$ cat config.mk
export PLATFORM = sky130hd
export DESIGN_NAME = ltl_automata_engine
export DESIGN_NICKNAME = d
export VERILOG_FILES = /design/src/rtl/ltl_automata_engine.sv
export SDC_FILE = /design/constraint.sdc
export NUM_CORES = 2
export LEC_CHECK = 0
export ABC_AREA = 1
export BUFFER_PORTS_ARGS = -buffer_cell sky130_fd_sc_hd__clkbuf_2
export CAP_MARGIN = 25
export CORE_ASPECT_RATIO = 0.7
export CORE_MARGIN = 1
export CORE_UTILIZATION = 50
export DETAILED_ROUTE_END_ITERATION = 12
export PLACE_DENSITY = 0.74
export SYNTH_ARGS = -nofsm -noshare
export SYNTH_HDL_FRONTEND = slang
export SYNTH_SLANG_ARGS = --single-unit
$ cat constraint.sdc
create_clock -name clk -period 5.51 [get_ports clk]
set_input_delay 1.102 -clock clk [delete_from_list [all_inputs] [get_ports clk]]
set_output_delay 1.102 -clock clk [all_outputs]
set_load 0.01 [all_outputs]
$ cat src/rtl/ltl_automata_engine.sv
// ltl_automata_engine: programmable homogeneous automaton with range matching, in-edge masks and report statistics
module ltl_automata_engine #(
    parameter int NUM_STATES = 11,
    parameter int SYM_W = 8,
    parameter int NUM_RANGES = 4,
    parameter int CNT_W = 16,
    localparam int RNG_W = 2 * SYM_W + 1,
    localparam int CFG_W = RNG_W > NUM_STATES ? RNG_W : NUM_STATES,
    localparam int ST_W = NUM_STATES > 1 ? $clog2(NUM_STATES) : 1,
    localparam int SUB_W = NUM_RANGES > 1 ? $clog2(NUM_RANGES) : 1
) (
    input  logic                  clk,
    input  logic                  reset,
    input  logic                  run,
    input  logic                  clear,
    input  logic [SYM_W-1:0]      symbols,
    input  logic                  cfg_we,
    input  logic [ST_W-1:0]       cfg_state,
    input  logic [1:0]            cfg_kind,
    input  logic [SUB_W-1:0]      cfg_sub,
    input  logic [CFG_W-1:0]      cfg_data,
    output logic [NUM_STATES-1:0] active,
    output logic [NUM_STATES-1:0] report_vec,
    output logic                  report_any,
    output logic                  report_sticky,
    output logic [CNT_W-1:0]      report_cnt,
    output logic [CNT_W-1:0]      sym_cnt,
    output logic [CNT_W-1:0]      first_pos,
    output logic                  first_valid
);
    logic [NUM_RANGES-1:0][RNG_W-1:0] rng_q [NUM_STATES];
    logic [NUM_STATES-1:0] in_mask_q [NUM_STATES];
    logic [NUM_STATES-1:0] rpt_q, start_all_q, start_sod_q;
    logic [NUM_STATES-1:0] match, nxt;
    logic sod, nxt_any, cfg_ok, sub_ok;

    assign cfg_ok = cfg_we && !run && !clear && ({1'b0, cfg_state} < (ST_W + 1)'(NUM_STATES));
    assign sub_ok = {1'b0, cfg_sub} < (SUB_W + 1)'(NUM_RANGES);

    // slot layout is {en, hi, lo}; lo > hi naturally never matches
    always_comb begin
        match = '0;
        nxt = '0;
        for (int i = 0; i < NUM_STATES; i++) begin
            for (int r = 0; r < NUM_RANGES; r++)
                match[i] = match[i] | (rng_q[i][r][RNG_W-1]
                    && symbols >= rng_q[i][r][SYM_W-1:0]
                    && symbols <= rng_q[i][r][2*SYM_W-1:SYM_W]);
            nxt[i] = match[i] & ((|(in_mask_q[i] & active)) | (start_sod_q[i] & sod) | start_all_q[i]);
        end
    end

    assign nxt_any = |(nxt & rpt_q);
    assign report_vec = active & rpt_q;
    assign report_any = |report_vec;

    always_ff @(posedge clk) begin
        if (reset) begin
            for (int i = 0; i < NUM_STATES; i++) begin
                rng_q[i] <= '0;
                in_mask_q[i] <= '0;
            end
            rpt_q <= '0;
            start_all_q <= '0;
            start_sod_q <= '0;
        end else if (cfg_ok) begin
            if (cfg_kind == 2'd0 && sub_ok)
                rng_q[cfg_state][cfg_sub] <= cfg_data[RNG_W-1:0];
            if (cfg_kind == 2'd1)
                in_mask_q[cfg_state] <= cfg_data[NUM_STATES-1:0];
            if (cfg_kind == 2'd2) begin
                rpt_q[cfg_state] <= cfg_data[2];
                start_all_q[cfg_state] <= cfg_data[1];
                start_sod_q[cfg_state] <= cfg_data[0];
            end
        end
    end

    always_ff @(posedge clk) begin
        if (reset || clear) begin
            active <= '0;
            sod <= 1'b1;
            report_sticky <= 1'b0;
            report_cnt <= '0;
            sym_cnt <= '0;
            first_pos <= '0;
            first_valid <= 1'b0;
        end else if (run) begin
            active <= nxt;
            sod <= 1'b0;
            sym_cnt <= sym_cnt + CNT_W'(!(&sym_cnt));
            if (nxt_any) begin
                report_sticky <= 1'b1;
                report_cnt <= report_cnt + CNT_W'(!(&report_cnt));
                if (!first_valid) begin
                    first_pos <= sym_cnt;
                    first_valid <= 1'b1;
                end
            end
        end
    end
endmodule

==> metrics <==
CP max stage delay=0.42 ns; hold endpoint=rng_q[10][30]; Residual DRC=0; hold path cells=2; Synth top area share=0.4422; PD cells=285.4 mW/mm^2; Synth cell types=slightly above 40; largest net degree at the start of global routing=101; # rows=100; Fin. Hold Viols=0; post-cts sizing count=0; synth warn=0; min cycle time layout=4.003 ns; crit-path max FO=28; Synth Cell Area=approximately 0.054 sq mm; full die area=0.1086 sq mm; Clock Skew=0.02338 ns; Seq/Total Area, Yosys=0.5068; leakage power total=27.55 nW; H-tree Lvls=3; Post-Route WL=between 100000 and 150000 um; hold buffers post-CTS=0; Arrival @ worst endpoint=4.60 ns; nets@finish=roughly 6700; Mapped Nets=6551; # setup viols final=0; CORE AREA=0.1064 sq mm; outcome=finished, final reports clean; Tot Pwr=16.89 mW; CTS tree=built; WL per Instance=19.38 um; Pins Over Slew Limit=0; FMAX=around 250 MHz; vias=40650; Max-Cap Viols=0; crit share post-route=0.7266; FF-to-FF End=report_cnt[12]; HP Class=flip-flop to flip-flop; Initial DRT Pass Iterations=10; cell taking the most area after synthesis=edfxtp_1; Slew Limit Headroom=0.3105; Worst IR Drop VDD=roughly 0.25 mV; total grt overflow=0; Top-Level Pins=between 100 and 150; Tightest Pin Transition=1.033 ns; Syn Inst Count=5805; fillers=9168; TNS Setup=0 ns; dpl hpwl=90790 um; Setup Fix Bufs, Post-CTS=0; #FFs+latches synth=963; vias in the first global route=39200; TritonCTS Sinks=about 960; R2R Path Start=rng_q[5][20]; FF-to-FF setup slack=~2.3 ns; Crit path max-delay family=simple AND/OR/NAND/NOR gates; first-pass GRT wire length=221300 um; All-Layer GR Usage=0.2617; top cells by area in the synthesized netlist=edfxtp_1 (44%), ha_1 (17%), nor2_1 (7.5%); most frequent CP cell=nand2_1; layout cell share with drive strength beyond 1=0.07024; Critical Path Start=symbols[5]; slowest stage cell on the critical path=buf_4; ANT cells=0; Startpoint Class=input port; CTS max path bufs=3; root buf cell=clkbuf_16; initial antenna violation count=0; Mean Syn Cell Area=9.241 sq um; CTS Buf Count=93; IO buf count=110; Worst Min Path Start=rng_q[10][30]; area delta synth->final=10.32%; crit path cell chain=buf_4 > buf_12 > ha_1 > a21oi_1 > nor2_1 > nor3_1 > nand2_1 > nand3_1 > nand4_1 > nand3_1 > nand2_1 > nor2_1 > nand3_2 > buf_4 > nand2_1 > nand2_1 > nand2_1 > nor2_1; Iteration-0 DRC Markers=~4000; dpl ws=0.9379 ns; critical path endpoint category=flip-flop; Buf/Inv on CP=3; Worst EP required=6.11 ns; gpl congestion=0.8857; reg2reg path depth=19; critical setup path kind=input port to flip-flop; Worst Slack Setup Final=around 1.5 ns; Vias/cell=5.477; chip width=between 300 and 400 um; RSZ-0062 raised after global routing=no; Initial Util=0.5044; Worst-Skew Late Latency=0.71 ns; ANT nets after route=0; die height=276.1 um; Worst-path clk slew=0.06 ns
[state kept, by name, summed over array words and instances (netlist names)]
signal and flops:
sod 1, start_sod_q 11, sym_cnt 16, in_mask_q 121, rpt_q 11, active 11, first_valid 1, first_pos 16
start_all_q 11, rng_q 748, report_cnt 16
[cells in the mapped netlist]
master and number:
o21ai_0 145, inv_2 8, a211oi_1 24, nand2_2 38
a2111oi_0 2, nor2_1 1072, nand2_1 931, nor3_1 34
o21bai_1 32, buf_6 5, inv_6 1, nand3_2 1
dfxtp_1 173, ha_1 708, nand3_1 114, clkinv_1 21
o21ai_1 2, nor4b_1 1, a21o_1 9, a21oi_1 359
a211oi_2 5, nand3b_1 8, inv_4 2, buf_1 1
edfxtp_1 790, nor3_2 1, nor4_4 1, a221oi_1 20
nor4_1 4, inv_1 951, clkbuf_1 118, and3_1 1
buf_2 53, buf_4 4, a31oi_1 3, nor2_4 5
nor2_2 1, nand4_1 81, a22o_1 14, o21a_1 61
nor2_8 1
[worst max path at each step]
stage	endpoint	cells past startpoint
6_report	report_cnt[12]	18
5_1_grt	first_pos[4]	21
4_1_cts	first_pos[5]	17
3_5_place_dp	first_pos[5]	21
3_3_place_gp	report_cnt[8]	18
2_1_floorplan	first_pos[13]	17
[metal layers]
metal	wire, um	global-route usage	vias up
met3	14850	0.05116	296
met5	0	0	-
met4	4285	0.08181	0
li1	-	-	19280
met1	61280	0.3691	19290
met2	63430	0.4064	1787
[tightest hold or removal path, cell delays in order (launching register included)]
cell and delay (ns):
dfxtp_1 0.30, inv_1 0.07, a211oi_1 0.07
[logic make-up (layout without fill, tap and decap cells)]
group,Yosys count,after routing,share of synthesized area
compound gates,676,676,0.07223
flops,963,963,0.5068
simple gates,2294,2294,0.1720
fa+ha+maj,708,708,0.1651
buf+inv,1164,1353,0.08385
[layout make-up]
cell class                      count  area (sq um)  share of cell area
Clock buffer                      121          2597             0.04389
Clock inverter                     54         525.5            0.008879
Inverter                          983          3709             0.06266
Multi-Input combinational cell   3678         21970              0.3713
Sequential cell                   963         27190              0.4594
Tap cell                         1428          1787             0.03019
Timing Repair Buffer              195          1406             0.02376
[report_power, final]
| group | total (mW) | switching [mW] | leakage [nW] | internal [mW] |
|---|---|---|---|---|
| Clock | 6.66 | 2.97 | 1.51 | 3.68 |
| Combinational | 1.97 | 1.33 | 17.1 | 0.637 |
| Sequential | 8.27 | 0.112 | 8.89 | 8.15 |
| Total | 16.9 | 4.42 | 27.5 | 12.5 |
[layout by cell type, fill, tap and decap left out, types with 61 or more instances in the layout]
master | synthesis | layout
o21ai_0 | 145 | 145
nand4_1 | 81 | 81
nand3_1 | 114 | 114
ha_1 | 708 | 708
clkbuf_16 | 0 | 97
clkbuf_2 | 0 | 103
o21a_1 | 61 | 61
inv_1 | 951 | 944
edfxtp_1 | 790 | 790
nor2_1 | 1072 | 1071
buf_4 | 4 | 76
a21oi_1 | 359 | 359
nand2_1 | 931 | 931
dfxtp_1 | 173 | 173
[per-stage QoR]
stage / hold slack [ns] / cell area (sq um) / instances / util
after floorplan: 0.4430 / 53650 / 5805 / -
after global placement: 0.4551 / 56050 / 7246 / 0.5270
after detailed placement: 0.4634 / 56060 / 7247 / 0.5271
after CTS: 0.4733 / 59180 / 7422 / 0.5565
after global routing: 0.4943 / 59180 / 7422 / 0.5565
final: 0.4753 / 59180 / 7422 / 0.5565
No activity file was read; power rests on OpenSTA's default activity.
